==> src/rtl/muldiv_sequencer_pkg.sv <==
// RV32M multiply/divide sequencer shared definitions.
// Op codes follow funct3; states encode the sequencer FSM.
package muldiv_sequencer_pkg;

  localparam logic [2:0] MD_MUL    = 3'b000;
  localparam logic [2:0] MD_MULH   = 3'b001;
  localparam logic [2:0] MD_MULHSU = 3'b010;
  localparam logic [2:0] MD_MULHU  = 3'b011;
  localparam logic [2:0] MD_DIV    = 3'b100;
  localparam logic [2:0] MD_DIVU   = 3'b101;
  localparam logic [2:0] MD_REM    = 3'b110;
  localparam logic [2:0] MD_REMU   = 3'b111;

  localparam logic [1:0] MD_IDLE = 2'd0;
  localparam logic [1:0] MD_CALC = 2'd1;
  localparam logic [1:0] MD_FIX  = 2'd2;
  localparam logic [1:0] MD_DONE = 2'd3;

  // rs1 is treated as signed for MUL, MULH, MULHSU, DIV, REM
  function automatic logic op_sgn_a(input logic [2:0] op);
    return (op == MD_MUL) || (op == MD_MULH) || (op == MD_MULHSU) ||
           (op == MD_DIV) || (op == MD_REM);
  endfunction

  // rs2 is treated as signed for MUL, MULH, DIV, REM
  function automatic logic op_sgn_b(input logic [2:0] op);
    return (op == MD_MUL) || (op == MD_MULH) ||
           (op == MD_DIV) || (op == MD_REM);
  endfunction

endpackage

==> src/rtl/muldiv_core.sv <==
// Shared shift/add-subtract datapath for unsigned magnitudes.
// hi:lo is the product for multiply, remainder:quotient for divide.
module muldiv_core #(
  parameter int XLEN = 32
) (
  input  logic            clk,
  input  logic            reset,
  input  logic            init,
  input  logic            step,
  input  logic            is_div,
  input  logic [XLEN-1:0] a_mag,
  input  logic [XLEN-1:0] b_mag,
  output logic [XLEN-1:0] hi,
  output logic [XLEN-1:0] lo
);

  logic [XLEN-1:0] hi_q, hi_d;
  logic [XLEN-1:0] lo_q, lo_d;
  logic [XLEN-1:0] opb_q, opb_d;
  logic [XLEN:0]   add_sum;
  logic [XLEN:0]   shl;
  logic [XLEN+1:0] diff;

  // One iteration: add-and-shift-right, or restoring shift-subtract
  always_comb begin
    hi_d    = hi_q;
    lo_d    = lo_q;
    opb_d   = opb_q;
    add_sum = {1'b0, hi_q} + (lo_q[0] ? {1'b0, opb_q} : '0);
    shl     = {hi_q, lo_q[XLEN-1]};
    diff    = {1'b0, shl} - {2'b00, opb_q};
    if (init) begin
      hi_d  = '0;
      lo_d  = a_mag;
      opb_d = b_mag;
    end else if (step) begin
      if (is_div) begin
        if (!diff[XLEN+1]) begin
          hi_d = diff[XLEN-1:0];
          lo_d = {lo_q[XLEN-2:0], 1'b1};
        end else begin
          hi_d = shl[XLEN-1:0];
          lo_d = {lo_q[XLEN-2:0], 1'b0};
        end
      end else begin
        hi_d = add_sum[XLEN:1];
        lo_d = {add_sum[0], lo_q[XLEN-1:1]};
      end
    end
  end

  // Datapath registers
  always_ff @(posedge clk) begin
    if (reset) begin
      hi_q  <= '0;
      lo_q  <= '0;
      opb_q <= '0;
    end else begin
      hi_q  <= hi_d;
      lo_q  <= lo_d;
      opb_q <= opb_d;
    end
  end

  assign hi = hi_q;
  assign lo = lo_q;

endmodule

==> src/rtl/muldiv_sequencer.sv <==
// Multi-cycle RV32M sequencer issued from EX beside the ALU.
// Owns FSM, counter, sign flags, special cases and result.
module muldiv_sequencer
  import muldiv_sequencer_pkg::*;
#(
  parameter int XLEN  = 32,
  parameter int CNT_W = 6
) (
  input  logic            clk,
  input  logic            reset,
  input  logic            start,
  input  logic [2:0]      op,
  input  logic [XLEN-1:0] a,
  input  logic [XLEN-1:0] b,
  input  logic            flush,
  output logic            stall,
  output logic            busy,
  output logic            done,
  output logic [XLEN-1:0] result
);

  localparam logic [XLEN-1:0] MIN_NEG = {1'b1, {(XLEN-1){1'b0}}};
  localparam logic [CNT_W-1:0] LAST = CNT_W'(XLEN-1);

  logic [1:0]       state_q, state_d;
  logic [CNT_W-1:0] cnt_q, cnt_d;
  logic [2:0]       op_q, op_d;
  logic             neg_quo_q, neg_quo_d;
  logic             neg_rem_q, neg_rem_d;
  logic [XLEN-1:0]  result_q, result_d;

  logic              idle_or_done;
  logic              accept;
  logic              a_neg, b_neg;
  logic [XLEN-1:0]   a_mag, b_mag;
  logic              div_zero, ovf, special;
  logic [XLEN-1:0]   special_res;
  logic              core_init, core_step;
  logic [XLEN-1:0]   core_hi, core_lo;
  logic [2*XLEN-1:0] prod_fix;
  logic [XLEN-1:0]   quo_fix, rem_fix, fix_res;

  // Operand conditioning and special-case detection at issue
  always_comb begin
    idle_or_done = (state_q == MD_IDLE) || (state_q == MD_DONE);
    accept       = start && idle_or_done && !flush;
    a_neg        = op_sgn_a(op) && a[XLEN-1];
    b_neg        = op_sgn_b(op) && b[XLEN-1];
    a_mag        = a_neg ? -a : a;
    b_mag        = b_neg ? -b : b;
    div_zero     = op[2] && (b == '0);
    ovf          = ((op == MD_DIV) || (op == MD_REM)) &&
                   (a == MIN_NEG) && (b == '1);
    special      = div_zero || ovf;
    special_res  = '0;
    if (div_zero)
      special_res = op[1] ? a : '1;
    else if (ovf)
      special_res = op[1] ? '0 : MIN_NEG;
    core_init    = accept && !special;
    core_step    = (state_q == MD_CALC);
  end

  // Sign correction and result select applied in FIX
  always_comb begin
    prod_fix = neg_quo_q ? -{core_hi, core_lo} : {core_hi, core_lo};
    quo_fix  = neg_quo_q ? -core_lo : core_lo;
    rem_fix  = neg_rem_q ? -core_hi : core_hi;
    if (!op_q[2])
      fix_res = (op_q == MD_MUL) ? prod_fix[XLEN-1:0]
                                 : prod_fix[2*XLEN-1:XLEN];
    else
      fix_res = op_q[1] ? rem_fix : quo_fix;
  end

  // Next-state, counter, captured flags and result register
  always_comb begin
    state_d   = state_q;
    cnt_d     = cnt_q;
    op_d      = op_q;
    neg_quo_d = neg_quo_q;
    neg_rem_d = neg_rem_q;
    result_d  = result_q;
    unique case (state_q)
      MD_IDLE, MD_DONE: begin
        state_d = MD_IDLE;
        if (accept) begin
          op_d      = op;
          neg_quo_d = a_neg ^ b_neg;
          neg_rem_d = a_neg;
          cnt_d     = '0;
          if (special) begin
            state_d  = MD_DONE;
            result_d = special_res;
          end else begin
            state_d = MD_CALC;
          end
        end
      end
      MD_CALC: begin
        cnt_d = cnt_q + 1'b1;
        if (cnt_q == LAST)
          state_d = MD_FIX;
      end
      MD_FIX: begin
        state_d  = MD_DONE;
        result_d = fix_res;
      end
      default: state_d = MD_IDLE;
    endcase
    if (flush) begin
      state_d  = MD_IDLE;
      result_d = result_q;
    end
  end

  // Control state registers
  always_ff @(posedge clk) begin
    if (reset) begin
      state_q   <= MD_IDLE;
      cnt_q     <= '0;
      op_q      <= '0;
      neg_quo_q <= 1'b0;
      neg_rem_q <= 1'b0;
      result_q  <= '0;
    end else begin
      state_q   <= state_d;
      cnt_q     <= cnt_d;
      op_q      <= op_d;
      neg_quo_q <= neg_quo_d;
      neg_rem_q <= neg_rem_d;
      result_q  <= result_d;
    end
  end

  muldiv_core #(.XLEN(XLEN)) u_core (
    .clk    (clk),
    .reset  (reset),
    .init   (core_init),
    .step   (core_step),
    .is_div (op_q[2]),
    .a_mag  (a_mag),
    .b_mag  (b_mag),
    .hi     (core_hi),
    .lo     (core_lo)
  );

  assign busy   = (state_q == MD_CALC) || (state_q == MD_FIX);
  assign done   = (state_q == MD_DONE);
  assign stall  = (start && idle_or_done) || busy;
  assign result = result_q;

endmodule

==> config.mk <==
export PLATFORM = sky130hd
export DESIGN_NAME = muldiv_sequencer
export DESIGN_NICKNAME = d
export VERILOG_FILES = /design/src/rtl/muldiv_sequencer_pkg.sv /design/src/rtl/muldiv_core.sv /design/src/rtl/muldiv_sequencer.sv
export SDC_FILE = /design/constraint.sdc
export NUM_CORES = 1
export LEC_CHECK = 0
export BUFFER_PORTS_ARGS = -buffer_cell sky130_fd_sc_hd__buf_2
export CAP_MARGIN = 25
export CELL_PAD_IN_SITES_DETAIL_PLACEMENT = 0
export CELL_PAD_IN_SITES_GLOBAL_PLACEMENT = 1
export CORE_ASPECT_RATIO = 0.6
export CORE_MARGIN = 2
export CORE_UTILIZATION = 45
export DETAILED_ROUTE_END_ITERATION = 6
export PLACE_DENSITY = 0.91
export SLEW_MARGIN = 20
export SYNTH_ARGS = -nofsm -noshare
export SYNTH_HDL_FRONTEND = slang
export SYNTH_HIERARCHICAL = 1
export SYNTH_SLANG_ARGS = --single-unit
export TNS_END_PERCENT = 10
==> constraint.sdc <==
create_clock -name clk -period 7.55 [get_ports clk]
set_input_delay 0.3775 -clock clk [delete_from_list [all_inputs] [get_ports clk]]
set_output_delay 0.3775 -clock clk [all_outputs]
set_load 0.05 [all_outputs]
; ---- After elaboration in Yosys (flattened, before gate mapping)
; Index checks and enable logic that the tools add are counted.
[word_totals]
ff_bits = 141
latchBits = 0
mem_bits_rw = 0
mem_bits_ro = 0
inputBits = 71
output_inout_bits = 35
elab_cells = 94
n_memories = 0
[classes]
n_addsub = 8
mul = 0
div_mod_pow = 0
n_lt_le_gt_ge = 0
n_eq_ne = 13
n_shift = 0
mux = 28
n_bitwise = 2
n_reduce_logical = 34
[ops]
columns = operator, n
row1 = two-way mux 32 bit, 19
row2 = negator 32 bit, 4
row3 = == test 32 bit (second input constant), 2
row4 = two-way mux 64 bit, 1
row5 = negator 64 bit, 1
row6 = one-hot mux 32 bit (2 select lines), 1
row7 = subtractor 33 x 32 -> 34 bit, 1
row8 = adder 32 x 33 -> 33 bit, 1
row9 = logical NOT 32 bit, 1
row10 = one-hot mux 6 bit (2 select lines), 1
row11 = logical OR 1 bit, 11
row12 = logical AND 1 bit, 8
row13 = adder 6 x 1 -> 6 bit (second input constant), 1
row14 = == test 3 bit (second input constant), 2
row15 = == test 6 x 5 -> 1 bit (second input constant), 1
row16 = logical NOT 3 bit, 2
row17 = two-way mux 2 bit, 3
row18 = two-way mux 6 bit, 1
row19 = one-hot mux 2 bit (3 select lines), 1
row20 = nonzero test 2 bit, 3
row21 = OR reduction 2 bit, 3
row22 = == test 2 bit (second input constant), 2
row23 = inequality test 2 bit (second input constant), 2
row24 = AND reduction 2 bit, 2
row25 = 10 further kinds, 11

; ---- Logic depth before layout (Yosys ltp)
[logic_depth]
ltp_word = 9
ltp_mapped = 15
ltp_nobuf = 13

; ---- Hierarchy
; The synthesis kept the hierarchy.
[by_module_without_submodules]
columns = mod, instances, cells_each, area_per_inst_um2
row1 = muldiv_core, 1, 1056, 8067.7
row2 = muldiv_sequencer, 1, 1047, 6966.7

; ---- Least setup slack after synthesis
; No wires, ideal clock.
[synth_timing]
path_kind = input-to-reg
start = input a[6]
end = register u_core.hi_q[31], in the netlist u_core/hi[31]
t_arrival_ns = 3.411
t_required_ns = 7.480
path_slack_ns = 4.069
path_stages = 13
cell_sequence = or4_1 or4_1 nor4_2 a41oi_1 nor2b_1 clkbuf_1 or2_2 clkbuf_1 nor2_1 nand2_1 nand2_1 o311ai_0 a21oi_1
[synth_between]
elab_chain_cells = 7
[synth_lines]
columns = element, line_no
row1 = start: declaration, muldiv_sequencer.sv:13  ; input logic [XLEN-1:0] a,
row2 = == test 32 bit, muldiv_sequencer.sv:53  ; (a == MIN_NEG) && (b == '1);
row3 = logical AND 1 bit, muldiv_sequencer.sv:52  ; ovf = ((op == MD_DIV) || (op == MD_REM)) &&
row4 = logical AND 1 bit, muldiv_sequencer.sv:53
row5 = logical OR 1 bit, muldiv_sequencer.sv:54  ; special = div_zero || ovf;
row6 = logical NOT 1 bit, muldiv_sequencer.sv:60  ; core_init = accept && !special;
row7 = logical AND 1 bit, muldiv_sequencer.sv:60
row8 = via core_init, muldiv_sequencer.sv:38  ; logic core_init, core_step;
row9 = OR reduction 2 bit (no source line), --
row10 = end signal: assignment, muldiv_core.sv:59  ; hi_q <= hi_d;
row11 = end: declaration, muldiv_core.sv:17  ; logic [XLEN-1:0] hi_q, hi_d;
; The timed path passes the listed nets, and every way through them passes these cells.
; A chain may end at the register's enable or synchronous reset.

; ---- Worst setup path in the final report
[layout_timing]
start = input a[6]
end = register u_core.hi_q[13], in the netlist u_core/hi[13]
; Same word-level chain as after synthesis.

==> insert_results.sql <==
INSERT INTO impl_metrics (metric_group, metric, value, unit) VALUES
('routing', 'drt_first_iter_violations', '2637', ''),
('finish', 'final_design_area_no_fill', '16400', 'um^2'),
('routing', 'drt_pass1_iterations', '6', ''),
('worst_setup_path', 'worst_path_dominant_cell_family', 'simple AND/OR/NAND/NOR gates', ''),
('finish', 'layoutNonFillerInstCount', '2568', ''),
('worst_setup_path', 'path_buf_inv', '3', ''),
('clock_network', 'cts-htree-levels', '4', ''),
('synthesis', 'seq_area_frac_synth', '0.188', ''),
('synthesis', 'synth.lib_cells_used.distinct', '91', ''),
('global_route', 'antenna_found_initial', '0', ''),
('placement', 'placed_cells_incl_taps', '2533', ''),
('finish', 'fillCellCount', '3318', ''),
('floorplanning', 'total_die_area', '34900', 'um^2'),
('routing', 'via_density_per_instance', '6.62', ''),
('routing', 'remaining_drc_errors', '0', ''),
('worst_setup_path', 'crit_path_cell_trace', 'buf_2 -> or4_1 -> or4_1 -> nor4_2 -> a41oi_1 -> buf_4 -> nor2b_4 -> nor2_2 -> nand2_1 -> inv_1 -> o21ai_0 -> a31oi_1 -> a31o_2', ''),
('finish', 'antenna-diode-count', '0', ''),
('status', 'run_status', 'finished clean', ''),
('finish', 'fraction_of_layout_instances_using_a_drive_strength_above_1', '0.0996', ''),
('worst_setup_path', 'worst_ep_required_time', '7.94', 'ns'),
('synthesis', 'netlist_instances', '2103', ''),
('floorplanning', 'initial_core_util', '0.460', ''),
('worst_setup_path', 'timing.critical_path.fanout_max', '29', ''),
('timing', 'worst-slew-pin-transition', '1.28', 'ns'),
('worst_setup_path', 'criticalPathCategory', 'in -> reg', ''),
('floorplanning', 'io_pins', '106', ''),
('finish', 'layout_commonest_cell', 'sky130_fd_sc_hd__nor2_1', ''),
('floorplanning', 'die_h', '146', 'um'),
('min_path', 'hold_path_class', 'in -> reg', ''),
('clock_network', 'max-clock-path-buffers', '2', ''),
('worst_setup_path', 'cpMaxStageDelayCell', 'sky130_fd_sc_hd__nor2_2', ''),
('synthesis', 'postSynth.topFlopCell', 'sky130_fd_sc_hd__dfxtp_1', ''),
('pwr', 'power_leakage', '6.29', 'nW'),
('clock_network', 'cts_hold_repair.buffers', '0', ''),
('timing', 'fin_skew', '0.0117', 'ns'),
('synthesis', 'synth.area.top_cells', 'sky130_fd_sc_hd__dfxtp_1 (19%), sky130_fd_sc_hd__nor2_1 (6.4%), sky130_fd_sc_hd__ha_1 (6.1%)', ''),
('timing', 'final.setup.tns', '0', 'ns'),
('placement', 'placed_cell_area', '15700', 'um^2'),
('synthesis', 'async_flop_share', '0', ''),
('clock_network', 'ctsRootBufferMaster', 'sky130_fd_sc_hd__clkbuf_16', ''),
('placement', 'place_ws', '2.81', 'ns'),
('clock_network', 'clock_sinks', '141', ''),
('finish', 'layout_common_cells', 'sky130_fd_sc_hd__nor2_1 (257), sky130_fd_sc_hd__a21oi_1 (159), sky130_fd_sc_hd__o21ai_0 (153)', ''),
('timing', 'hold_viol_final', '0', ''),
('timing', 'rsz_0062_raised_after_global_routing', 'no', ''),
('routing', 'drt-wirelength-per-cell', '24.6', 'um'),
('synthesis', 'netlist.top_cell.by_area', 'sky130_fd_sc_hd__dfxtp_1', ''),
('worst_setup_path', 'critical-path-max-stage-delay', '0.90', 'ns'),
('finish', 'net_count_of_the_finished_layout', '2251', ''),
('global_route', 'global_route.usage.total', '0.353', ''),
('timing', 'final_critical_path_setup_slack', '2.98', 'ns'),
('placement', 'dpl.hpwl', '48.4', 'mm'),
('floorplanning', 'die_width', '240', 'um'),
('clock_network', 'postCtsSetupBuffers', '0', ''),
('synthesis', 'yosysTopAreaCellShare', '0.188', ''),
('synthesis', 'postSynthAreaPerCell', '7.15', 'um^2'),
('clock_network', 'tritoncts_clock_tree', 'yes', ''),
('pwr', 'power.density_cell_area', '163', 'nW/um^2'),
('synthesis', 'yosys_register_bits', '141', ''),
('global_route', 'via_count_of_the_first_global_routing_pass', '14900', ''),
('clock_network', 'clock_latency', '0.46', 'ns'),
('worst_setup_path', 'worst_path_arrival', '4.97', 'ns'),
('global_route', 'grt_overflow_total', '0', ''),
('synthesis', 'synth_enable_flop_cells', '0', ''),
('floorplanning', 'fp-row-count', '51', ''),
('worst_setup_path', 'path_common_cell', 'sky130_fd_sc_hd__or4_1', ''),
('synthesis', 'post_synth_instance_area', '15000', 'um^2'),
('job', 'drv.max_cap_violation_count', '0', ''),
('finish', 'area_growth', '8.90', '%'),
('finish', 'fraction_of_the_core_area_covered_by_cells_at_the_end_of_the_flow', '0.501', ''),
('timing', 'final_worst_path_cycle_share', '0.606', '');
[cell usage after synthesis, drive strengths merged, types with 28 or more instances]
master    n
a211oi   58
a21o     36
a21oi   159
and2     42
buf      28
clkbuf  117
dfxtp   141
ha       73
inv      75
mux2i    81
nand2   142
nand3    39
nand4    29
nor2    258
nor3     61
nor4     32
o21ai   159
or4      29
xnor2   102
xor2     73
[routing by layer]
metal / part of all wire / global-route usage / up-vias
met5: 0 / 0 / -
met4: 0.010 / 0.0543 / 0
met3: 0.17 / 0.185 / 65
met2: 0.35 / 0.428 / 1075
met1: 0.46 / 0.538 / 8116
li1: - / - / 7743
[where the power goes]
group / switching, mW / total, mW / internal [mW]
registers: 0.0825 / 0.861 / 0.778
logic: 0.596 / 0.902 / 0.306
clock network: 0.395 / 0.914 / 0.518
[state kept, by name, indices dropped and copies added (netlist names)]
name,cells
neg_quo_q,1
op_q,3
result,32
cnt_q,6
u_core/opb_q,32
neg_rem_q,1
u_core/lo,32
u_core/hi,32
state_q,2
[final cells by class]
cell class / count / area (um^2) / share of cell area
well taps: 450 / 563 / 0.0344
clock inverters: 14 / 173 / 0.0105
inverters: 77 / 289 / 0.0177
flip-flops and latches: 141 / 2830 / 0.173
clock buffers: 18 / 450 / 0.0275
repair buffers: 128 / 704 / 0.0430
multi-input cells: 1740 / 11400 / 0.694
[worst paths after layout]
kind,cells past startpoint,start,to
setup / recovery,13,a[6],u_core/hi[13]$_SDFFE_PP0P_
hold / removal,2,flush,state_q[1]$_SDFFE_PP0P_
setup reg to reg,7,u_core/lo[10]$_SDFFE_PP0P_,result[2]$_SDFFE_PP0P_
hold reg to reg,2,cnt_q[5]$_SDFFE_PP0P_,cnt_q[5]$_SDFFE_PP0P_
[cell families (layout without fill, tap and decap cells)]
family                     Yosys count  count (layout)  share of synthesized area
adders and majority gates           75              75                     0.0634
and+or+nand+nor                    752             752                      0.249
AOI/OAI and AO/OA                  656             656                      0.286
DFF                                141             141                      0.188
buffers and inverters              222             237                     0.0578
xor gates and xnor gates           175             175                      0.102
muxes                               82              82                     0.0547
[metrics by stage]
step	hold slack, ns	power (mW)
after floorplan	0.453	1.45
after detailed placement	0.477	1.72
final	0.147	2.68
after CTS	0.122	2.64
after global routing	0.148	2.77
after global placement	0.462	1.72
(Power assumes the default switching activity.)
